==> config.mk <==
export PLATFORM = sky130hd
export DESIGN_NAME = render_sched
export DESIGN_NICKNAME = d
export VERILOG_FILES = /design/src/rtl/render_sched.sv
export SDC_FILE = /design/constraint.sdc
export NUM_CORES = 1
export LEC_CHECK = 0
export CAP_MARGIN = 0
export CORE_MARGIN = 10
export CORE_UTILIZATION = 60
export CTS_CLUSTER_DIAMETER = 30
export DETAILED_ROUTE_END_ITERATION = 16
export DONT_BUFFER_PORTS = 1
export PLACE_DENSITY = 0.76
export SYNTH_ARGS = -nofsm -noshare
export SYNTH_HDL_FRONTEND = slang
export SYNTH_SLANG_ARGS = --single-unit
==> constraint.sdc <==
create_clock -name clk -period 2.2 [get_ports clk]
set_input_delay 0.44 -clock clk [delete_from_list [all_inputs] [get_ports clk]]
set_output_delay 0.44 -clock clk [all_outputs]
set_load 0.005 [all_outputs]
==> src/rtl/render_sched.sv <==
`default_nettype none
// ============================================================================
// Module      : render_sched
// Description : Frame render scheduler. On an accepted frame_start it clears
//               the framebuffer to a background colour, then walks the sprite
//               table and launches render_tile once per valid entry, passing
//               its framebuffer writes through while it runs. A per-tile
//               watchdog aborts tiles that never finish.
// Ports       : clk, rst            - clock, synchronous active-high reset
//               frame_start         - one-cycle frame request (ignored if busy)
//               bg_color            - clear colour, latched on accept
//               obj_idx / obj_entry - sprite-table read (1-cycle latency)
//               tile_rst            - render_tile reset, low while a tile runs
//               tile_id/top/left    - tile parameters for render_tile
//               tile_finish         - render_tile completion level
//               tile_dst_*          - render_tile framebuffer write port
//               fb_*                - framebuffer write port (frame RAM port A)
//               busy, frame_done, timeout_err - status
// Revision    : 1.0 - initial release
// ============================================================================
module render_sched #(
    parameter int N_OBJ        = 16,
    parameter int FB_WORDS     = 307200,
    parameter int TILE_TIMEOUT = 4096
) (
    input  logic                      clk,
    input  logic                      rst,
    input  logic                      frame_start,
    input  logic [15:0]               bg_color,
    output logic [$clog2(N_OBJ)-1:0]  obj_idx,
    input  logic [31:0]               obj_entry,
    output logic                      tile_rst,
    output logic [7:0]                tile_id,
    output logic [9:0]                tile_top,
    output logic [9:0]                tile_left,
    input  logic                      tile_finish,
    input  logic [18:0]               tile_dst_addr,
    input  logic [15:0]               tile_dst_data,
    input  logic                      tile_dst_wr,
    output logic [18:0]               fb_addr,
    output logic [15:0]               fb_data,
    output logic                      fb_wr,
    output logic                      busy,
    output logic                      frame_done,
    output logic                      timeout_err
);

    localparam int c_IDX_W = $clog2(N_OBJ);
    localparam int c_TMO_W = $clog2(TILE_TIMEOUT + 1);

    localparam logic [18:0]        c_FB_LAST  = 19'(FB_WORDS - 1);
    localparam logic [18:0]        c_FB_ONE   = 19'd1;
    localparam logic [c_IDX_W-1:0] c_IDX_LAST = c_IDX_W'(N_OBJ - 1);
    localparam logic [c_IDX_W-1:0] c_IDX_ONE  = c_IDX_W'(1);
    localparam logic [c_TMO_W-1:0] c_TMO_LAST = c_TMO_W'(TILE_TIMEOUT - 1);
    localparam logic [c_TMO_W-1:0] c_TMO_ONE  = c_TMO_W'(1);

    typedef enum logic [2:0] {
        S_IDLE   = 3'd0,
        S_CLEAR  = 3'd1,
        S_FETCH  = 3'd2,
        S_CHECK  = 3'd3,
        S_LAUNCH = 3'd4,
        S_WAIT   = 3'd5,
        S_NEXT   = 3'd6,
        S_DONE   = 3'd7
    } state_t;

    state_t               r_state;
    state_t               w_next;
    logic                 w_accept;
    logic                 w_timeout;

    logic [15:0]          r_bg;
    logic [18:0]          r_clr_cnt;
    logic [c_IDX_W-1:0]   r_obj_idx;
    logic [c_TMO_W-1:0]   r_tmo_cnt;
    logic [7:0]           r_tile_id;
    logic [9:0]           r_tile_top;
    logic [9:0]           r_tile_left;
    logic                 r_tile_rst;
    logic                 r_busy;
    logic                 r_frame_done;
    logic                 r_timeout_err;

    // Reserved sprite-entry bits carry no meaning here.
    logic                 w_unused_rsvd;
    assign w_unused_rsvd = ^obj_entry[22:20];

    // ------------------------------------------------------------------
    // Next-state and framebuffer write mux
    // ------------------------------------------------------------------
    always_comb begin
        w_next    = r_state;
        w_accept  = 1'b0;
        w_timeout = 1'b0;
        fb_wr     = 1'b0;
        fb_addr   = 19'd0;
        fb_data   = 16'd0;

        case (r_state)
            S_IDLE: begin
                if (frame_start) begin
                    w_next   = S_CLEAR;
                    w_accept = 1'b1;
                end
            end
            S_CLEAR: begin
                fb_wr   = 1'b1;
                fb_addr = r_clr_cnt;
                fb_data = r_bg;
                if (r_clr_cnt == c_FB_LAST) begin
                    w_next = S_FETCH;
                end
            end
            S_FETCH: begin
                w_next = S_CHECK;
            end
            S_CHECK: begin
                w_next = obj_entry[31] ? S_LAUNCH : S_NEXT;
            end
            S_LAUNCH: begin
                fb_addr = tile_dst_addr;
                fb_data = tile_dst_data;
                fb_wr   = tile_dst_wr & ~r_tile_rst;
                w_next  = S_WAIT;
            end
            S_WAIT: begin
                fb_addr = tile_dst_addr;
                fb_data = tile_dst_data;
                fb_wr   = tile_dst_wr & ~r_tile_rst;
                // Completion wins over a coincident watchdog expiry.
                if (tile_finish) begin
                    w_next = S_NEXT;
                end else if (r_tmo_cnt == c_TMO_LAST) begin
                    w_next    = S_NEXT;
                    w_timeout = 1'b1;
                end
            end
            S_NEXT: begin
                w_next = (r_obj_idx == c_IDX_LAST) ? S_DONE : S_FETCH;
            end
            S_DONE: begin
                w_next = S_IDLE;
            end
            default: begin
                w_next = S_IDLE;
            end
        endcase
    end

    // ------------------------------------------------------------------
    // State and datapath registers. Status outputs are derived from the
    // next state so they change on the same edge as the state itself.
    // ------------------------------------------------------------------
    always_ff @(posedge clk) begin
        if (rst) begin
            r_state       <= S_IDLE;
            r_bg          <= 16'd0;
            r_clr_cnt     <= 19'd0;
            r_obj_idx     <= '0;
            r_tmo_cnt     <= '0;
            r_tile_id     <= 8'd0;
            r_tile_top    <= 10'd0;
            r_tile_left   <= 10'd0;
            r_tile_rst    <= 1'b1;
            r_busy        <= 1'b0;
            r_frame_done  <= 1'b0;
            r_timeout_err <= 1'b0;
        end else begin
            r_state      <= w_next;
            r_busy       <= (w_next != S_IDLE);
            r_frame_done <= (w_next == S_DONE);
            r_tile_rst   <= !((w_next == S_LAUNCH) || (w_next == S_WAIT));

            if (w_accept) begin
                r_bg          <= bg_color;
                r_clr_cnt     <= 19'd0;
                r_obj_idx     <= '0;
                r_timeout_err <= 1'b0;
            end

            // Counter holds at the last address rather than wrapping.
            if ((r_state == S_CLEAR) && (r_clr_cnt != c_FB_LAST)) begin
                r_clr_cnt <= r_clr_cnt + c_FB_ONE;
            end

            if ((r_state == S_CHECK) && obj_entry[31]) begin
                r_tile_id   <= obj_entry[30:23];
                r_tile_top  <= obj_entry[19:10];
                r_tile_left <= obj_entry[9:0];
            end

            if (r_state == S_LAUNCH) begin
                r_tmo_cnt <= '0;
            end else if (r_state == S_WAIT) begin
                r_tmo_cnt <= r_tmo_cnt + c_TMO_ONE;
            end

            if (w_timeout) begin
                r_timeout_err <= 1'b1;
            end

            if ((r_state == S_NEXT) && (r_obj_idx != c_IDX_LAST)) begin
                r_obj_idx <= r_obj_idx + c_IDX_ONE;
            end
        end
    end

    assign obj_idx     = r_obj_idx;
    assign tile_rst    = r_tile_rst;
    assign tile_id     = r_tile_id;
    assign tile_top    = r_tile_top;
    assign tile_left   = r_tile_left;
    assign busy        = r_busy;
    assign frame_done  = r_frame_done;
    assign timeout_err = r_timeout_err;

endmodule
`default_nettype wire

# Word level (Yosys, flattened, before mapping)
# Cells that the tools add are included.
# Widths: inputs -> output; s select.
[word_totals]
regBits = 87
in_bits = 88
out_inout_bits = 72
wordCells = 65
[op_classes]
addsub = 3
eq_ne = 15
muxes = 21
bitwise = 2
reduce_logical = 12
[ops]
columns = ["cell", "n"]
rows = [
  ["$mux 19", 2],
  ["$pmux 19 s2", 1],
  ["$pmux 16 s2", 1],
  ["$pmux 3 s8", 1],
  ["$eq 3x3->1 const B", 7],
  ["$add 19x1->19 const B", 1],
  ["$eq 19x19->1 const B", 1],
  ["$ne 19x19->1 const B", 1],
  ["$mux 3", 5],
  ["$add 13x1->13 const B", 1],
  ["$eq 13x12->1 const B", 1],
  ["$mux 4", 2],
  ["$mux 1", 7],
  ["$eq 3x2->1 const B", 2],
  ["$reduce_bool 2->1", 3],
  ["$add 4x1->4 const B", 1],
  ["$eq 4x4->1 const B", 1],
  ["$ne 4x4->1 const B", 1],
  ["$reduce_or 2->1", 2],
  ["$eq 3x1->1 const B", 1],
  ["$logic_and 1x1->1", 3],
  ["$logic_not 3->1", 1],
  ["$reduce_bool 3->1", 1],
  ["$mux 2", 1],
  ["other kinds (5)", 5],
]

# Logic depth before layout (Yosys ltp)
[depth]
word_depth = 7
mapped_depth = 8
ltp_nobuf = 6

# Least setup slack after synthesis
# OpenSTA, ideal clock, no wires.
[synth_timing]
path_type = "register -> output"
start = "reg r_state[2]"
end = "out fb_addr[0]"
arrival_time_ns = 1.462
required_time_ns = 1.760
path_slack_ns = 0.298
path_stages_with_launch = 6
n_path_buf = 3
path_cell_list = "dfxtp_1 clkbuf_1 nor2b_1 clkbuf_1 clkbuf_1 a22o_1"
[synth_between]
elab_chain_len = 3
elab_cells_between_ends = 5
classes_between = "3 x eq/ne; 1 x mux; 1 x reduce/logical"
[synth_rtl]
columns = ["item", "line_no", "text"]
rows = [
  ["start, declared", "69", "state_t r_state;"],
  ["start signal, assigned", "171", "r_state <= w_next;"],
  ["$eq 3x3->1", "101", "case (r_state)"],
  ["$reduce_or 2->1 (no source line)", "n/a", ""],
  ["$pmux 19 s2 (*)", "101", ""],
  ["end, declared", "40", "output logic [18:0] fb_addr,"],
]
# Mark *: on every way between the ends. The rest lies on a longest branch, timed or not.

# Final worst setup path
[layout_timing]
start = "reg r_state[1]"
end = "out fb_data[7]"
[layout_between]
elab_chain_len = 3
elab_cells_between_ends = 5
classes_between = "3 x eq/ne; 1 x mux; 1 x reduce/logical"
[layout_rtl]
columns = ["item", "line_no", "text"]
rows = [
  ["$eq 3x3->1", "101", ""],
  ["$reduce_or 2->1 (no source line)", "n/a", ""],
  ["$pmux 16 s2 (*)", "101", ""],
  ["end, declared", "41", "output logic [15:0] fb_data,"],
]
# Marked as above.

==> impl_metrics.env <==
export IMPL_vias_per_cell=6.12
export IMPL_rows=29
export IMPL_netlist_instances=490
export IMPL_final_setup_worst_slack_ns=0.159
export IMPL_cts_hold_buf=0
export IMPL_clkSinkCount=87
export IMPL_yosysWarnings=0
export IMPL_clkTransAtPathRegs_ns=0.08
export IMPL_totalWireLength_um=10400
export IMPL_cts_setup_buffers=0
export IMPL_period_share_pct=92.8
export IMPL_gp_congestion=0.832
export IMPL_first_iter_violations=172
export IMPL_core_um2=6350
export IMPL_num_vias=3463
export IMPL_tightest_slew_ns=0.450
export IMPL_hold_depth=1
export IMPL_drtPass1Iterations=4
export IMPL_leakage_nw=1.41
export IMPL_cap_violations=0
export IMPL_criticalPathCategory="reg2out"
export IMPL_crit_path_start_kind="flop"
export IMPL_die_h_um=101
export IMPL_hp_class="in2reg"
export IMPL_postRouteAntennaNets=0
export IMPL_layout_commonest_cell="nand2_1"
export IMPL_setup_violations_final=0
export IMPL_die_x_um=101
export IMPL_cellPowerDensity_nw_per_um2=678
export IMPL_required_ns=1.76
export IMPL_start_util_pct=61.9
export IMPL_fin_worst_hold_slack_ns=0.145
export IMPL_clockRootBuffer="clkbuf_8"
export IMPL_synth_edf_count=0
export IMPL_layout_min_cycle_time_ns=2.04
export IMPL_cts_htree_levels=3
export IMPL_pre_cts_ws_ns=0.254
export IMPL_syn2layout_area_growth_pct=8.09
export IMPL_dieArea_um2=10200
export IMPL_ys_seq_area_share_pct=44.3
export IMPL_nets=576
export IMPL_cts_tree="built"
export IMPL_route_detailed_wl_per_inst_um=18.4
export IMPL_grt_max_degree=67
export IMPL_syn_area_um2=3930
export IMPL_reg2regPathDepth=5
export IMPL_cts_path_max_buffers=2
export IMPL_syn_avg_cell_area_um2=8.02
export IMPL_yosysUniqueCellTypes=45
export IMPL_overflow=0
export IMPL_grt_first_pass_wirelength_um=16400
export IMPL_dp_hpwl_um=7740
export IMPL_stdcell_count=566
export IMPL_endpoint_kind="output pin"
export IMPL_antenna_found_initial=0
export IMPL_cts_resized=0
export IMPL_max_freq_ghz=0.490
export IMPL_ios=160
export IMPL_cts_buffers=9
export IMPL_slew_viol_final=0
export IMPL_ys_flop_type="dfxtp_1"
export IMPL_layout_common_cells="nand2_1, dfxtp_1, a21oi_1"
export IMPL_drc=0
export IMPL_rsz0062_at_grt="no"
export IMPL_drive_gt1_share_pct=8.18
export IMPL_ir_drop_v=0.000477
export IMPL_arrival_ns=1.60
export IMPL_grt_usage_pct=19.6
export IMPL_placed_cells=551
export IMPL_cp_max_fo=32
export IMPL_async_flop_share_pct=0
export IMPL_fin_total_pwr_mw=2.88
export IMPL_clock_latency_ns=0.36
export IMPL_grt_pass1_vias=3263
export IMPL_finalClockSkew_ns=0.0109
export IMPL_n_antenna_cell=0
export IMPL_status="completed"
export IMPL_finalHoldViolCount=0
export IMPL_io_buffers=0
export IMPL_relSlewSlack_pct=69.9
export IMPL_synth_seq_cells=87
export IMPL_final_setup_tns_ns=0
export IMPL_syn_num_nets=581
## state kept, by name, indices dropped and copies added, names as in the netlist, 3 cells and up
name and count:
r_clr_cnt 19, r_bg 16, r_tmo_cnt 13, tile_left 10, tile_top 10, tile_id 8
obj_idx 4, r_state 3
## path summary, 6_finish.rpt
kind | from | endpoint | slack, ns
max | r_state[1] | fb_data[7] | 0.16
max reg2reg | r_clr_cnt[15] | r_clr_cnt[17] | 0.18
min reg2reg | r_bg[7] | r_bg[7] | 0.46
min | rst | r_clr_cnt[3] | 0.15
## worst max-delay path: stages (launching register included)
cell and delay [ns]:
dfxtp_1 0.43, nor3b_4 0.30, buf_6 0.28, a22o_1 0.23
## report_power, final
part | switching [mW] | internal [mW] | leakage (nW) | total (mW)
sequential | 0.0156 | 1.60 | 0.704 | 1.61
clock | 0.585 | 0.527 | 0.0961 | 1.11
combinational | 0.0955 | 0.0570 | 0.610 | 0.152
## layer usage
metal	vias up	wire length (um)	global-route usage, %	part of all wire (%)
li1	1714	-	-	-
met1	1611	4210	22.8	40
met2	125	5060	31.3	48
met3	13	1060	9.26	10
met4	0	109	5.89	1.0
met5	-	0	0	0
## cell usage after synthesis, types with 2 or more instances
master | count | area share (%)
or2_2 | 2 | 0.32
a21o_1 | 2 | 0.38
nor4_1 | 2 | 0.32
o311ai_0 | 2 | 0.45
nand3_1 | 16 | 2.0
nor3_1 | 6 | 0.76
a31oi_1 | 4 | 0.64
nand2b_1 | 5 | 0.80
nor3b_1 | 2 | 0.38
or3_1 | 7 | 1.1
nand2_1 | 110 | 11
a22o_1 | 35 | 7.8
or4_1 | 5 | 0.96
ha_1 | 3 | 0.96
a211oi_1 | 4 | 0.76
o21bai_1 | 2 | 0.38
and4_1 | 3 | 0.67
nand4_1 | 9 | 1.4
and3_1 | 2 | 0.32
nand4b_1 | 2 | 0.45
o21ai_0 | 11 | 1.4
xnor2_1 | 10 | 2.2
nand3b_1 | 3 | 0.57
clkbuf_1 | 31 | 3.0
nor2_1 | 33 | 3.2
a21oi_1 | 65 | 8.3
xor2_1 | 7 | 1.6
and2_1 | 3 | 0.48
o31ai_1 | 2 | 0.38
dfxtp_1 | 87 | 44
## area by class of cell
class,count,area [um^2]
multi-input cells,368,2060
flip-flops and latches,87,1740
fillers,542,2100
well taps,77,96.3
clock inverters,6,68.8
clock buffers,9,124
repair buffers,18,151
inverters,1,3.75
## logic make-up (layout without fill, tap and decap cells)
family	after synthesis	after routing	share of synthesized area, %
AND/OR/NAND/NOR	216	216	25.7
AO/OA/AOI/OAI	130	130	21.1
flip-flops	87	87	44.3
buffers and inverters	35	34	3.57
XOR/XNOR	17	17	3.79
adder cells (fa/ha/maj)	3	3	0.956
multiplexers	2	2	0.541
## stage by stage
step / utilization, % / instance area (um^2)
after floorplan: - / 3930
after global placement: 63.7 / 4050
after detailed placement: 63.7 / 4050
after CTS: 66.7 / 4240
after global routing: 66.9 / 4250
final: 66.9 / 4250
(Power assumes the default switching activity.)
